[src/rtl/addsub_pkg.sv]
// Shared constants for the pipelined add/sub unit.
//  OP_ADD / OP_SUB : encodings of the mode input m
//  FLG_*           : bit positions of the status flags inside the packed
//                    flag register kept by addsub_pipe
//  pack_flags      : helper that assembles the packed flag vector
package addsub_pkg;

  localparam logic OP_ADD = 1'b0;
  localparam logic OP_SUB = 1'b1;

  localparam int NUM_FLG = 4;
  localparam int FLG_C   = 0;
  localparam int FLG_V   = 1;
  localparam int FLG_Z   = 2;
  localparam int FLG_N   = 3;

  function automatic logic [NUM_FLG-1:0] pack_flags(input logic c, input logic v,
                                                   input logic z, input logic n);
    logic [NUM_FLG-1:0] f;
    f        = {NUM_FLG{1'b0}};
    f[FLG_C] = c;
    f[FLG_V] = v;
    f[FLG_Z] = z;
    f[FLG_N] = n;
    return f;
  endfunction

endpackage

[src/rtl/addsub_pipe_cond_invert.sv]
// Conditional operand inverter for stage 1 of addsub_pipe.
// Ports:
//  m_i       : mode, OP_SUB selects one's complement of b_i
//  b_i       : operand B
//  flipped_o : b_i or ~b_i
module cond_invert
  import addsub_pkg::*;
#(
  parameter int WIDTH = 8
) (
  input  logic             m_i,
  input  logic [WIDTH-1:0] b_i,
  output logic [WIDTH-1:0] flipped_o
);

  assign flipped_o = (m_i == OP_SUB) ? ~b_i : b_i;

endmodule

[src/rtl/addsub_pipe.sv]
// Two-stage pipelined adder/subtractor with valid/ready handshake.
// Stage 1 captures A, the conditioned B and the mode; stage 2 forms
// A + B' + m and registers the result together with the status flags.
// Optional feature: define ADDSUB_SAT_EN to saturate the result to the
// signed MIN/MAX on overflow; without it the result wraps.
// Ports:
//  clk, rst_n           : clock, asynchronous active-low reset
//  in_valid / in_ready  : input handshake for a, b, m
//  a, b                 : operands (WIDTH bits), m : 0 add, 1 subtract
//  out_valid / out_ready: output handshake for result and flags
//  result               : sum/difference
//  carry                : carry-out (no-borrow on subtract)
//  overflow             : signed overflow
//  zero, negative       : result == 0, result MSB
module addsub_pipe
  import addsub_pkg::*;
#(
  parameter int WIDTH = 8
) (
  input  logic             clk,
  input  logic             rst_n,
  input  logic             in_valid,
  output logic             in_ready,
  input  logic [WIDTH-1:0] a,
  input  logic [WIDTH-1:0] b,
  input  logic             m,
  output logic             out_valid,
  input  logic             out_ready,
  output logic [WIDTH-1:0] result,
  output logic             carry,
  output logic             overflow,
  output logic             zero,
  output logic             negative
);

  localparam int MSB = WIDTH - 1;

  logic               s1_valid_q, s1_valid_d;
  logic [WIDTH-1:0]   s1_a_q, s1_a_d;
  logic [WIDTH-1:0]   s1_b_q, s1_b_d;
  // The carry-in of the adder equals the registered mode, so one flop serves both.
  logic               s1_m_q, s1_m_d;
  logic               out_valid_q, out_valid_d;
  logic [WIDTH-1:0]   result_q, result_d;
  logic [NUM_FLG-1:0] flags_q, flags_d;

  logic [WIDTH-1:0]   b_flip_s;
  logic [WIDTH:0]     sum_s;
  logic [WIDTH-1:0]   res_s;
  logic               ovf_s;
  logic               s1_load_s;
  logic               s2_adv_s;

  cond_invert #(.WIDTH(WIDTH)) u_cond_invert (
    .m_i       (m),
    .b_i       (b),
    .flipped_o (b_flip_s)
  );

  assign s2_adv_s  = s1_valid_q && (!out_valid_q || out_ready);
  assign in_ready  = !s1_valid_q || s2_adv_s;
  assign s1_load_s = in_valid && in_ready;

  assign sum_s = {1'b0, s1_a_q} + {1'b0, s1_b_q} + {{WIDTH{1'b0}}, s1_m_q};
  assign ovf_s = (s1_a_q[MSB] == s1_b_q[MSB]) && (sum_s[MSB] != s1_a_q[MSB]);

`ifdef ADDSUB_SAT_EN
  // Clamp toward the sign of A when the signed result overflowed.
  always_comb begin
    res_s = sum_s[WIDTH-1:0];
    if (ovf_s) begin
      if (s1_a_q[MSB]) begin
        res_s = {1'b1, {(WIDTH-1){1'b0}}};
      end else begin
        res_s = {1'b0, {(WIDTH-1){1'b1}}};
      end
    end else begin
      res_s = sum_s[WIDTH-1:0];
    end
  end
`else
  assign res_s = sum_s[WIDTH-1:0];
`endif

  // Next-state for the stage-1 register and its valid bit.
  always_comb begin
    s1_valid_d = s1_valid_q;
    s1_a_d     = s1_a_q;
    s1_b_d     = s1_b_q;
    s1_m_d     = s1_m_q;
    if (s1_load_s) begin
      s1_valid_d = 1'b1;
      s1_a_d     = a;
      s1_b_d     = b_flip_s;
      s1_m_d     = m;
    end else if (s2_adv_s) begin
      s1_valid_d = 1'b0;
    end else begin
      s1_valid_d = s1_valid_q;
    end
  end

  // Next-state for the output register; held while the consumer stalls.
  always_comb begin
    out_valid_d = out_valid_q;
    result_d    = result_q;
    flags_d     = flags_q;
    if (s2_adv_s) begin
      out_valid_d = 1'b1;
      result_d    = res_s;
      flags_d     = pack_flags(sum_s[WIDTH], ovf_s,
                               (res_s == {WIDTH{1'b0}}), res_s[MSB]);
    end else if (out_ready) begin
      out_valid_d = 1'b0;
    end else begin
      out_valid_d = out_valid_q;
    end
  end

  // Pipeline state registers.
  always_ff @(posedge clk or negedge rst_n) begin
    if (!rst_n) begin
      s1_valid_q  <= 1'b0;
      s1_a_q      <= {WIDTH{1'b0}};
      s1_b_q      <= {WIDTH{1'b0}};
      s1_m_q      <= 1'b0;
      out_valid_q <= 1'b0;
      result_q    <= {WIDTH{1'b0}};
      flags_q     <= {NUM_FLG{1'b0}};
    end else begin
      s1_valid_q  <= s1_valid_d;
      s1_a_q      <= s1_a_d;
      s1_b_q      <= s1_b_d;
      s1_m_q      <= s1_m_d;
      out_valid_q <= out_valid_d;
      result_q    <= result_d;
      flags_q     <= flags_d;
    end
  end

  assign out_valid = out_valid_q;
  assign result    = result_q;
  assign carry     = flags_q[FLG_C];
  assign overflow  = flags_q[FLG_V];
  assign zero      = flags_q[FLG_Z];
  assign negative  = flags_q[FLG_N];

endmodule

[config.mk]
export PLATFORM = sky130hd
export DESIGN_NAME = addsub_pipe
export DESIGN_NICKNAME = d
export VERILOG_FILES = /design/src/rtl/addsub_pkg.sv /design/src/rtl/addsub_pipe_cond_invert.sv /design/src/rtl/addsub_pipe.sv
export SDC_FILE = /design/constraint.sdc
export NUM_CORES = 1
export LEC_CHECK = 0
export BUFFER_PORTS_ARGS = -buffer_cell sky130_fd_sc_hd__buf_2
export CELL_PAD_IN_SITES_DETAIL_PLACEMENT = 1
export CELL_PAD_IN_SITES_GLOBAL_PLACEMENT = 2
export CORE_ASPECT_RATIO = 2
export CORE_MARGIN = 10
export CORE_UTILIZATION = 36
export CTS_CLUSTER_DIAMETER = 40
export DETAILED_ROUTE_END_ITERATION = 16
export PLACE_DENSITY_LB_ADDON = 0.2
export SYNTH_ARGS = -nofsm -noshare
export SYNTH_HDL_FRONTEND = slang
export SYNTH_SLANG_ARGS = --single-unit
[constraint.sdc]
create_clock -name clk -period 2.92 [get_ports clk]
set_input_delay 0.438 -clock clk [delete_from_list [all_inputs] [get_ports clk]]
set_output_delay 0.438 -clock clk [all_outputs]
set_load 0.1 [all_outputs]
### Yosys cells after proc, flatten, opt, wreduce, memory -nomap -nowiden

Index checks and enable logic that the tools add are counted.

| operators by class | value |
|---|---|
| mux-type cells | 5 |
| $lt $le $gt $ge | 0 |
| shift operators | 0 |
| equal/unequal tests | 2 |
| add/subtract/negate cells | 2 |
| $mul | 0 |
| div/mod/pow operators | 0 |
| reductions and logical operators | 10 |
| bitwise gates (word level) | 1 |

Operators with widths:

| kind | number |
|---|---|
| 8-bit by 8-bit adder with 9-bit output | 1 |
| 9-bit by 1-bit adder with 9-bit output | 1 |
| 8-bit logical NOT | 1 |
| 8-bit two-way mux | 1 |
| 8-bit NOT | 1 |
| 1-bit two-way mux | 4 |
| 2-bit nonzero test | 2 |
| 1-bit logical AND | 3 |
| 1-bit logical NOT | 2 |
| 1-bit logical OR | 2 |
| 1-bit == test | 1 |
| 1-bit inequality test | 1 |

| storage, ports and cells | value |
|---|---|
| bits of input ports | 21 |
| bits in read-only memories | 0 |
| memories | 0 |
| register bits after elaboration | 31 |
| bits in latches | 0 |
| bits in writable memories | 0 |
| output and inout port bits | 14 |

### Longest topological paths before layout

| depth | value |
|---|---|
| depth in word-level cells | 6 |
| mapped depth | 9 |

### Cells and area by module

Synthesis repeated with hierarchy kept, for this count alone.

| second synthesis, totals | value |
|---|---|
| cells, all modules | 132 |
| area, all modules | 1602.8 µm² |

By module, submodules not included:

| module | area an instance (µm²) | times used | cells an instance | seq. area each (µm²) |
|---|---|---|---|---|
| addsub_pipe | 1521.5 | 1 | 123 | 750.7 |
| cond_invert | 81.3 | 1 | 9 | 0.0 |

### Worst setup path before layout

Ideal clock, no wire load.

| path | value |
|---|---|
| path type | flip-flop to flip-flop |
| start | register out_valid_q (netlist: out_valid) |
| end | register s1_a_q[3] |
| arrival | 3.052 ns |
| required time | 2.795 ns |
| clock period less this slack | 3.177 ns |
| setup slack | -0.257 ns |
| cell stages (with the launch flop) | 5 |
| setup time | 0.125 ns |
| path through | dfrtp_1 > nand3b_1 > nand2_1 > buf_2 > mux2_2 |

| between the ends | value |
|---|---|
| word-level cells in the longest chain between the ends | 5 |

Ends and longest elaborated chain:

| element | line | source |
|---|---|---|
| start, declared | addsub_pipe.sv:43 | `logic out_valid_q, out_valid_d;` |
| start signal, assigned | addsub_pipe.sv:135 | `out_valid_q <= out_valid_d;` |
| 1-bit logical NOT | addsub_pipe.sv:60 | `assign s2_adv_s = s1_valid_q && (!out_valid_q \|\| out_ready);` |
| 1-bit logical OR | addsub_pipe.sv:60 |  |
| 1-bit logical AND | addsub_pipe.sv:60 |  |
| 1-bit logical OR | addsub_pipe.sv:61 | `assign in_ready = !s1_valid_q \|\| s2_adv_s;` |
| via in_ready | addsub_pipe.sv:23 | `output logic in_ready,` |
| 1-bit logical AND | addsub_pipe.sv:62 | `assign s1_load_s = in_valid && in_ready;` |
| end signal, assigned | addsub_pipe.sv:124 | `s1_a_q <= {WIDTH{1'b0}};` |
| end, declared | addsub_pipe.sv:39 | `logic [WIDTH-1:0] s1_a_q, s1_a_d;` |

The timed path passes the listed nets, and every way through them passes these cells.
A chain may end at the register's enable or synchronous reset.

### Final worst setup path

| path | value |
|---|---|
| start | register s1_a_q[0] |
| end | register flags_q[2] |

| between the ends | value |
|---|---|
| word-level cells in the longest chain between the ends | 3 |

Ends and longest elaborated chain:

| element | line | source |
|---|---|---|
| 8-bit by 8-bit adder with 9-bit output | addsub_pipe.sv:64 | `assign sum_s = {1'b0, s1_a_q} + {1'b0, s1_b_q} + {{WIDTH{1'b0}}, s1_m_q};` |
| 9-bit by 1-bit adder with 9-bit output | addsub_pipe.sv:64 |  |
| 8-bit logical NOT | addsub_pipe.sv:112 | `(res_s == {WIDTH{1'b0}}), res_s[MSB]);` |
| end signal, assigned | addsub_pipe.sv:129 | `flags_q <= {NUM_FLG{1'b0}};` |
| end signal, assigned | addsub_pipe.sv:137 | `flags_q <= flags_d;` |
| end, declared | addsub_pipe.sv:45 | `logic [NUM_FLG-1:0] flags_q, flags_d;` |

Every way passes these cells.

==> flow_summary.toml <==
[run_status]
status = "finished clean"

[finish]
area_growth_pct = 19.7
drive_above_1_share_pct = 30.8
final_net_count = 211
antennaDiodeCount = 0
fin_area_um2 = 1870

[drt]
first_pass_iters = 2
wire_per_inst_um = 14.7
first_iter_violations = 23
antenna_left = 0
route.detailed.drc = 0
vias = 1158
viasPerCell = 4.95
finalWirelength_um = 3440

[worst_setup_path]
worstSetupPathType = "reg -> reg"
crit_fanout = 3
end_kind = "flop"
startpoint = "s1_a_q[0]$_DFFE_PN0P_"
crit_arrival_ns = 2.30
cp_data_required_time_ns = 3.09
r2r-start = "s1_a_q[0]$_DFFE_PN0P_"
critPathLaunchType = "flop"

[power_and_ir_drop]
power_switching_share_pct = 51.2
combPwrFrac_pct = 53.6
seq_power_share_pct = 30.0
power.internal_uw = 929
ir_worst_vdd_uv = 512
pwr_density_cell_nw_per_um2 = 1020
p_leak_uw = 0.000874
switchingPower_uw = 974
clock_power_share_pct = 16.4

[hold_path]
hp-class = "in -> async"

[synth]
ys_warn_count = 0
synth_cells = 143
syn_avg_cell_area_um2 = 10.9
ys_ff_latch = 30
ys_async_sr_fraction_pct = 100
synth_nets = 173
ys_seq_area_share_pct = 48.2
synth_edf_count = 0
synth_cell_types = 35
synthFlopType = "dfrtp_1"
syn-cell-area_um2 = 1560

[floorplanning]
dieArea_um2 = 7520
io_pins = 35
die_w_um = 66.5
start_util_pct = 37.8
die_y_um = 113
core_um2 = 4130
rows = 33

[global_routing]
grt_max_degree = 31
grt_pass1_vias = 1341
grt_pass1_wl_um = 5860
grt.total_usage_pct = 9.84
gr-total-overflow = 0
antenna_found_initial = 0

[timing]
slew_headroom_pct = 53.5
rsz0062_at_grt = "false"
finalSetupViolCount = 0
worst_slew_pin_slew_ns = 0.696
finalClockSkew_ns = 0.00534
timing.final.crit_share_pct = 73.1
fmax_ghz = 0.468
slew_viol_final = 0
period_needed_ns = 2.14
finalHoldViolations = 0
tns_ns = 0

[placement]
portBuffers = 34
place_congestion = 0.690
placed_cell_area_um2 = 1790
dp_hpwl_um = 2830

[clock_network]
ctsHtreeMaxLevel = 2
ctsResizeCount = 0
cts_buffers = 5
cts_sinks = 30
clk_path_buf_depth = 2
clock_latency_ns = 0.28
clk_pin_slew_ns = 0.06
post_cts_buffers = 0
hold_buffers = 0
cts_root_buffer = "clkbuf_8"
cts_tree = "yes"

[job]
maxCapViolations = 0
cells in the mapped netlist, drive strengths merged (2+ instances only):
cell type  instances  area (um2)
nor2               8        30.0
a211oi             2        20.0
buf                3        17.5
a41o               2        20.0
ha                 7        87.6
nor2b              2        12.5
clkbuf             2        7.51
o31ai              2        20.0
nand2b             3        18.8
dfrtp             30         751
mux2              11         124
and2               2        12.5
xnor2             12         105
o21ai             15        75.1
inv                5        18.8
a21oi              6        30.0
fa                 2        40.0
nand2             16        60.1
stage by stage:
stage	util, %	power (uW)	hold slack (ns)	setup slack, ns	cells
6_report	45.2	1900	0.198	0.785	234
2_1_floorplan	-	1430	0.142	0.141	143
4_1_cts	45.2	1940	0.218	0.771	234
5_1_grt	45.2	2020	0.246	0.624	234
3_5_place_dp	43.2	1620	0.467	0.784	226
3_3_place_gp	43.2	1590	0.457	0.840	226
flip-flops by register name (all words and copies together) (netlist names):
name        flops
out_valid       1
result          8
s1_a_q          8
s1_m_q          1
flags_q         3
s1_valid_q      1
s1_b_q          8
layout by cell type (no fill, tap or decap), types with 5 or more instances in the layout:
| cell type | n |
|---|---|
| clkbuf_8 | 5 |
| nor2_1 | 8 |
| dfrtp_1 | 29 |
| a21oi_1 | 6 |
| o21ai_0 | 12 |
| xnor2_1 | 12 |
| ha_1 | 7 |
| inv_1 | 5 |
| buf_2 | 34 |
| mux2_2 | 11 |
| nand2_1 | 16 |
power groups by stage:
stage | registers, uW | logic (uW) | clock network, uW
final | 571 | 1020 | 311
after global routing | 585 | 1100 | 341
after CTS | 574 | 1040 | 324
after detailed placement | 582 | 1030 | 0
after global placement | 573 | 1020 | 0
after floorplan | 1040 | 395 | 0
critical path: stages (launching register included):
cell and delay, ns:
dfrtp_1 0.38, inv_1 0.08, fa_1 0.19, inv_1 0.06
fa_1 0.42, a211o_1 0.32, o211ai_1 0.12, a21oi_1 0.11
xnor2_1 0.15, a41o_1 0.21
worst paths after layout:
check | depth (start not counted) | slack [ns] | to
max in group asynchronous | 1 | 2.25 | out_valid$_DFFE_PN0P_
worst min register to register | 2 | 0.47 | result[6]$_DFFE_PN0P_
worst max-delay path | 9 | 0.78 | flags_q[2]$_DFFE_PN0P_
worst min-delay path | 1 | 0.20 | flags_q[2]$_DFFE_PN0P_
min in group clk | 2 | 0.37 | s1_valid_q$_DFFE_PN0P_
worst max register to register | 9 | 0.78 | flags_q[2]$_DFFE_PN0P_
kinds of logic (layout without fill, tap and decap cells):
| family | Yosys count | in the layout | share of synthesized area [%] |
|---|---|---|---|
| and+or+nand+nor | 37 | 37 | 11.4 |
| AOI/OAI and AO/OA | 33 | 33 | 14.2 |
| DFF | 30 | 30 | 48.2 |
| xor gates and xnor gates | 13 | 13 | 7.30 |
| muxes | 11 | 11 | 7.95 |
| buffers and inverters | 10 | 49 | 2.81 |
| adders and majority gates | 9 | 9 | 8.19 |
layer usage:
metal | global-route usage, % | up-vias | part of all wire (%)
li1 | - | 575 | -
met1 | 8.83 | 549 | 34
met2 | 17.9 | 26 | 57
met3 | 3.75 | 8 | 6.6
met4 | 5.06 | 0 | 2.2
met5 | 0 | - | 0
area by class of cell:
class	instances	area, um2
clock buffer	8	80.1
fill	496	2260
inverter	5	18.8
multi-input combinational	103	764
sequential	30	752
tap	52	65.1
timing repair buffer	36	185
Power figures use the tool's default switching activity.
